**src/rtl/tone_pkg.sv**
```systemverilog
// tone_pkg: FSM states, widths and the octave-0 note half-period table (10 MHz clock, C4..B4)
package tone_pkg;
    localparam int NOTE_W = 4;
    localparam int DIV_W = 16;
    typedef enum logic [1:0] {IDLE, DEBOUNCE, PLAY, RELEASE} tone_state_e;
    // Half-periods in clock cycles, round(5e6 / f)
    localparam logic [DIV_W-1:0] NOTE_HALF_PERIOD [12] = '{
        16'd19111, 16'd18039, 16'd17026, 16'd16071, 16'd15169, 16'd14317,
        16'd13514, 16'd12755, 16'd12039, 16'd11364, 16'd10726, 16'd10124
    };
    function automatic logic is_rest(input logic [NOTE_W-1:0] note);
        return note >= NOTE_W'(12);
    endfunction
    // Rests pace their re-sampling with the C half-period of the selected octave
    function automatic logic [DIV_W-1:0] half_period(input logic [NOTE_W-1:0] note, input logic [1:0] octave);
        return (is_rest(note) ? NOTE_HALF_PERIOD[0] : NOTE_HALF_PERIOD[note]) >> octave;
    endfunction
endpackage

```
**src/rtl/tone_generator_if.sv**
```systemverilog
// tone_generator_if: key/note/LFO controls in; tone, tremolo and activity flags out
interface tone_generator_if;
    import tone_pkg::*;
    logic key_i;
    logic [NOTE_W-1:0] note_i;
    logic [1:0] octave_i;
    logic [1:0] lfo_rate_i;
    logic tone_o;
    logic lfo_o;
    logic active_o;
    modport master (output key_i, note_i, octave_i, lfo_rate_i, input tone_o, lfo_o, active_o);
    modport slave (input key_i, note_i, octave_i, lfo_rate_i, output tone_o, lfo_o, active_o);
endinterface

```
**src/rtl/tone_divider.sv**
```systemverilog
// tone_divider: half-period down-counter and square-wave flop; strobe marks each reload
module tone_divider
    import tone_pkg::*;
(
    input  logic             clk,
    input  logic             rst,
    input  logic             en,
    input  logic             load,
    input  logic             hold,
    input  logic [DIV_W-1:0] load_val,
    output logic             sq,
    output logic             strobe
);
    logic [DIV_W-1:0] cnt;
    assign strobe = en && !load && cnt == '0;
    // A rest parks the output low while the counter keeps pacing re-samples
    always_ff @(posedge clk) begin
        if (rst || !en) begin
            cnt <= '0;
            sq <= 1'b0;
        end else if (load || strobe) begin
            cnt <= load_val;
            sq <= !hold && (load || !sq);
        end else begin
            cnt <= cnt - DIV_W'(1);
        end
    end
endmodule

```
**src/rtl/tone_generator.sv**
```systemverilog
// tone_generator: debounced key starts a square-wave note with a release tail and tremolo LFO.
// The LFO exists only when TONE_GENERATOR_LFO_EN is defined; otherwise lfo_o is tied low.
module tone_generator
    import tone_pkg::*;
#(
    parameter int DEBOUNCE_CYC = 16,
    parameter int RELEASE_CYC = 1024,
    parameter int LFO_SHIFT = 10
) (
    input logic clk,
    input logic rst,
    tone_generator_if.slave bus
);
    localparam int DEB_W = $clog2(DEBOUNCE_CYC + 1);
    localparam int REL_W = $clog2(RELEASE_CYC + 1);
    localparam logic [DEB_W-1:0] DEB_LAST = DEB_W'(DEBOUNCE_CYC - 1);
    localparam logic [REL_W-1:0] REL_LAST = REL_W'(RELEASE_CYC - 1);
    tone_state_e state_q, state_d;
    logic [DEB_W-1:0] deb_q, deb_d;
    logic [REL_W-1:0] rel_q, rel_d;
    logic start, active_d, strobe, sample;
    logic [NOTE_W-1:0] note_q, note_n;
    logic [1:0] oct_q, oct_n;
    always_comb begin
        state_d = state_q;
        deb_d = deb_q;
        rel_d = rel_q;
        start = 1'b0;
        case (state_q)
            IDLE: if (bus.key_i) begin
                state_d = DEBOUNCE;
                deb_d = DEB_W'(1);
            end
            DEBOUNCE: if (!bus.key_i) begin
                state_d = IDLE;
                deb_d = '0;
            end else if (deb_q >= DEB_LAST) begin
                state_d = PLAY;
                deb_d = '0;
                start = 1'b1;
            end else begin
                deb_d = deb_q + DEB_W'(1);
            end
            PLAY: if (!bus.key_i) begin
                state_d = RELEASE;
                rel_d = REL_W'(1);
            end
            RELEASE: if (bus.key_i) begin
                state_d = PLAY;
                rel_d = '0;
            end else if (rel_q >= REL_LAST) begin
                state_d = IDLE;
                rel_d = '0;
            end else begin
                rel_d = rel_q + REL_W'(1);
            end
            default: state_d = IDLE;
        endcase
    end
    assign active_d = state_d == PLAY || state_d == RELEASE;
    // Note and octave are taken only at start or at a tone reload, keeping edges glitch-free
    assign sample = start || strobe;
    assign note_n = sample ? bus.note_i : note_q;
    assign oct_n = sample ? bus.octave_i : oct_q;
    always_ff @(posedge clk) begin
        if (rst) begin
            state_q <= IDLE;
            deb_q <= '0;
            rel_q <= '0;
            note_q <= '0;
            oct_q <= '0;
            bus.active_o <= 1'b0;
        end else begin
            state_q <= state_d;
            deb_q <= deb_d;
            rel_q <= rel_d;
            note_q <= note_n;
            oct_q <= oct_n;
            bus.active_o <= active_d;
        end
    end
    tone_divider u_div (
        .clk(clk),
        .rst(rst),
        .en(active_d),
        .load(start),
        .hold(is_rest(note_n)),
        .load_val(half_period(note_n, oct_n) - DIV_W'(1)),
        .sq(bus.tone_o),
        .strobe(strobe)
    );
`ifdef TONE_GENERATOR_LFO_EN
    localparam int LFO_W = LFO_SHIFT + 3;
    logic [LFO_W-1:0] lfo_cnt;
    logic [1:0] rate_q;
    logic lfo_end;
    assign lfo_end = bus.active_o && lfo_cnt == ({LFO_W{1'b1}} >> (2'd3 - rate_q));
    // Rate is captured while inactive (so the first half-period uses the rate at start) and at each toggle
    always_ff @(posedge clk) begin
        if (rst || !active_d) begin
            lfo_cnt <= '0;
            bus.lfo_o <= 1'b0;
        end else if (bus.active_o) begin
            lfo_cnt <= lfo_end ? '0 : lfo_cnt + LFO_W'(1);
            bus.lfo_o <= bus.lfo_o ^ lfo_end;
        end
        rate_q <= rst ? 2'd0 : (!bus.active_o || lfo_end) ? bus.lfo_rate_i : rate_q;
    end
`else
    assign bus.lfo_o = 1'b0;
`endif
endmodule

```
**src/flat_wrapper.sv**
```systemverilog
// flat-port wrapper written by rule: the top's interface ports become plain ports
module tone_generator_flat import tone_pkg::*;
#(
    parameter int DEBOUNCE_CYC = 16,
    parameter int RELEASE_CYC = 1024,
    parameter int LFO_SHIFT = 10
)
  (clk, rst, bus_key_i, bus_note_i, bus_octave_i, bus_lfo_rate_i, bus_tone_o, bus_lfo_o, bus_active_o);
  tone_generator_if bus_i ();
  input logic clk;
  input logic rst;
  input wire logic [$bits(bus_i.key_i)-1:0] bus_key_i;
  input wire logic [$bits(bus_i.note_i)-1:0] bus_note_i;
  input wire logic [$bits(bus_i.octave_i)-1:0] bus_octave_i;
  input wire logic [$bits(bus_i.lfo_rate_i)-1:0] bus_lfo_rate_i;
  output wire logic [$bits(bus_i.tone_o)-1:0] bus_tone_o;
  output wire logic [$bits(bus_i.lfo_o)-1:0] bus_lfo_o;
  output wire logic [$bits(bus_i.active_o)-1:0] bus_active_o;
  assign bus_i.key_i = bus_key_i;
  assign bus_i.note_i = bus_note_i;
  assign bus_i.octave_i = bus_octave_i;
  assign bus_i.lfo_rate_i = bus_lfo_rate_i;
  assign bus_tone_o = bus_i.tone_o;
  assign bus_lfo_o = bus_i.lfo_o;
  assign bus_active_o = bus_i.active_o;
  tone_generator #(.DEBOUNCE_CYC(DEBOUNCE_CYC), .RELEASE_CYC(RELEASE_CYC), .LFO_SHIFT(LFO_SHIFT)) u_core (.clk(clk), .rst(rst), .bus(bus_i));
endmodule
```
**config.mk**
```make
export PLATFORM = sky130hd
export DESIGN_NAME = tone_generator_flat
export DESIGN_NICKNAME = d
export VERILOG_FILES = /design/src/rtl/tone_pkg.sv /design/src/rtl/tone_generator_if.sv /design/src/rtl/tone_divider.sv /design/src/rtl/tone_generator.sv /design/src/flat_wrapper.sv
export SDC_FILE = /design/constraint.sdc
export NUM_CORES = 1
export LEC_CHECK = 0
export CAP_MARGIN = 20
export CORE_UTILIZATION = 61
export DETAILED_ROUTE_END_ITERATION = 7
export PLACE_DENSITY = 0.78
export SETUP_SLACK_MARGIN = 0.4
export SYNTH_ARGS = -nofsm -noshare
export SYNTH_HDL_FRONTEND = slang
export SYNTH_HIERARCHICAL = 1
export SYNTH_SLANG_ARGS = --single-unit
```
**constraint.sdc**
```tcl
create_clock -name clk -period 6.2 [get_ports clk]
set_clock_uncertainty 0.2 [all_clocks]
set_input_delay 1.24 -clock clk [delete_from_list [all_inputs] [get_ports clk]]
set_output_delay 1.24 -clock clk [all_outputs]
set_load 0.02 [all_outputs]
```
==> metrics <==
buffers and inverters on the worst path 4; ys flop type dfxtp_1; Avg WL per Cell between 10 and 15 um; Setup Viol. Count Final 0; pwr dens about 150 nW/um2; total core area about 5200 um2; switching share of power 0.2527; initial detailed-routing violation count roughly 250; P&R area growth vs syn 14.44%; Most common cell on crit path buf_4; HPWL Detailed roughly 5500 um; CP peak stage delay about 0.30 ns; initial core utilization 0.6384; Worst Path Required about 6.2 ns; Seq pwr share 0.485; syn avg cell area 8.173 um2; hold crit path type flip-flop to flip-flop; I/O Buffers 10; vias per cell around 6.0; clk buf depth 2; kind of critical path input port to flip-flop; CTS root buffer clkbuf_8; Max-Slew Margin vs Limit 0.3612; Netlist cell types 65; Reg area 840.8 um2; Comb power frac 0.130; gate count after technology mapping around 400; Routed WL ~7500 um; Fillers between 300 and 400; IO Pins 14; die footprint about 5700 um2; GRT Util Overall 0.2740; crit path cell chain dlymetal6s2s_1, and3b_2, nor2b_2, buf_4, nor4b_2, and4_1, and2_4, nor3_2, a2bb2oi_2, buf_4, a21oi_2, buf_4, ha_4, nand2b_1, a31oi_2, o221ai_2, a31oi_2, ha_2, nand2_1, o22ai_2, nand4_1, xnor2_1, nor2_1, a211oi_2; Netlist Area Pre-Place 3302 um2; vias in the first global route about 2700; crit start category input port; # DRC 0; Sw Pwr about 0.14 mW; CTS tree done; TritonCTS buffer count 5; f_max around 180 MHz; total of warnings raised by yosys 6; Final Slew Violations 0; CP endpoint kind flip-flop; Period minus WS final roughly 5.5 ns; post-synthesis sequential area ratio 0.2546; pin count of the biggest net entering global routing 18; multi-input logic area between 2000 and 2500 um2; hold_ws 0.2888 ns; fin nets ~450; post-synthesis register bit count 42; final antenna-violating net count 0; Final Hold Viols 0; Int Power roughly 0.43 mW; antenna violations before repair 0; status complete, no violations; Max VDD drop around 0.14 mV; layout cells sized above 1 0.2060; Die Ht 75.57 um; clock share of power 0.385; crit-path max FO 5; DR pass1 iterations 5; antenna diode count 0; global route total overflow 0; fin crit share 0.8793; Max Cap Violations 0; Crit path max-delay family simple AND/OR/NAND/NOR gates; via count about 3000; Die Span X ~76 um; H-tree lvl count 2; CP arrival about 5.5 ns; CTS sink count 42; number of flops mapped to enable cells by yosys 0; hold buffer count at cts 0; LEAKAGE around 1.6 nW; first-pass GRT wire length around 12000 um; clock latency on the worst-skew pair ~0.30 ns; Critical Path Slowest Stage Cell ha_4; async set-reset flop share out of synthesis 0; FP Rows 26; routability cong. just under 0.9; unrepaired setup endpoints after global routing no; Clock transition at path regs approximately 0.09 ns; Final Core Density 0.7305; Worst-Margin Slew 0.9582 ns
-- kinds of logic (layout without fill, tap and decap cells) --
logic type | count (synthesis) | count (layout) | synth area share
compound gates | 94 | 94 | 0.2232
xor+xnor | 28 | 28 | 0.07427
fa+ha+maj | 11 | 11 | 0.04168
buf+inv | 37 | 64 | 0.05494
flops | 42 | 42 | 0.2546
mux | 27 | 27 | 0.08867
other cells | 1 | 2 | 0.001136
simple gates | 164 | 164 | 0.2615
-- power groups by stage --
stage	logic, mW	registers (mW)	clock network [mW]
after detailed placement	0.0708	0.283	0
after global routing	0.0804	0.277	0.236
final	0.0741	0.276	0.220
after global placement	0.0694	0.282	0
after CTS	0.0721	0.276	0.225
after floorplan	0.0521	0.282	0
-- registers in the layout, summed over array words and instances (netlist names) --
register,flops
u_core/note_q,4
u_core/rel_q,11
u_core/deb_q,5
u_core/bus.active_o,1
u_core/state_q,2
u_core/u_div/sq,1
u_core/u_div/cnt,16
u_core/oct_q,2
-- through the flow --
step / area [um2] / worst slack (ns) / setup TNS [ns] / std cells / power, mW
2_1_floorplan: 3306 / 0.4030 / 0 / 405 / 0.3336
3_3_place_gp: 3567 / 0.01495 / 0 / 491 / 0.3519
3_5_place_dp: 3567 / -0.09331 / -0.1433 / 491 / 0.3534
4_1_cts: 3722 / 0.4348 / 0 / 501 / 0.5733
5_1_grt: 3779 / 0.4846 / 0 / 502 / 0.5931
6_report: 3779 / 0.7481 / 0 / 502 / 0.5699
-- what timing repair did --
action | 4_1_cts | 5_1_grt
endpoints found under the setup margin | 4 | 7
buffers inserted | 2 | 1
resized for setup | 7 | 12
pin swaps | 3 | 6
-- layout by cell type (no fill, tap or decap), drive strengths merged, types with 5 or more instances in the layout --
master,count
clkdlybuf4s50,9
nand2,21
a21oi,19
o21ai,12
xor2,16
mux2,5
a211oi,20
ha,11
buf,28
nor2,70
mux2i,22
xnor2,12
nand2b,14
a21o,5
inv,19
a31oi,6
nand4,8
nor2b,7
nand3,8
dfxtp,42
nor3,7
clkbuf,5
o22ai,6
or3,7
-- worst reg2reg max path, cell delays in order (launching register included) --
cell and delay, ns:
dfxtp_1 0.36, ha_1 0.22, and3_1 0.18, ha_1 0.21, nor3b_1 0.38, nor2b_2 0.09, buf_4 0.16, nor4b_2 0.23
and4_1 0.25, and2_4 0.19, nor3_2 0.05, a2bb2oi_2 0.27, buf_4 0.17, a21oi_2 0.06, buf_4 0.16, ha_4 0.30
nand2b_1 0.07, a31oi_2 0.18, o221ai_2 0.15, a31oi_2 0.27, ha_2 0.23, nand2_1 0.09, o22ai_2 0.26, nand4_1 0.16
xnor2_1 0.19, nor2_1 0.07, a211oi_2 0.18
-- Yosys cell counts, types with 3 or more instances --
library cell  instances  area, um2
a211oi_1              6      45.04
a211oi_2             14      175.2
a21o_1                5      37.54
a21oi_1              18      90.09
a31oi_1               6      37.54
and2_1                3      18.77
and3b_1               3      26.28
buf_4                 3      22.52
buf_6                 4      45.04
clkbuf_1              9      33.78
dfxtp_1              42      840.8
ha_1                 11      137.6
inv_1                18      67.56
mux2_2                5      56.30
mux2i_1              20      200.2
nand2_1              21      78.83
nand2b_1             14      87.58
nand3_1               8      40.04
nand4_1               7      43.79
nor2_1               70      262.8
nor2b_1               7      43.79
nor3_1                3      15.01
nor3_2                3      30.03
nor4_1                3      18.77
o211ai_1              3      22.52
o21ai_0              11      55.05
o221ai_1              3      26.28
o22ai_1               6      37.54
or3_1                 7      43.79
xnor2_1              12      105.1
xor2_1               16      140.1
-- final timing paths --
path                   startpoint  slack, ns  cells after the start                  end
setup reg to reg  u_core/deb_q[0]       0.77                     26  u_core/u_div/cnt[8]
hold reg to reg   u_core/rel_q[9]       0.29                      2      u_core/rel_q[9]
hold / removal    u_core/rel_q[9]       0.29                      2      u_core/rel_q[9]
setup / recovery        bus_key_i       0.75                     24  u_core/u_div/cnt[8]
-- area by class of cell --
type                       count  area share
clock buffer                   5     0.01821
clock inverter                 3     0.01159
inverter                      18     0.01788
multi-input combinational    326      0.6238
sequential                    42      0.2225
tap                           70     0.02318
timing repair buffer          38     0.08278
-- layer usage --
layer	GRT usage	share of wire	vias up
met5	0	0	-
met4	0.09259	0.017	0
met3	0.04233	0.050	17
met2	0.4940	0.49	102
met1	0.3320	0.44	1415
li1	-	-	1489
Note: power is estimated with default switching activity, not from simulation.
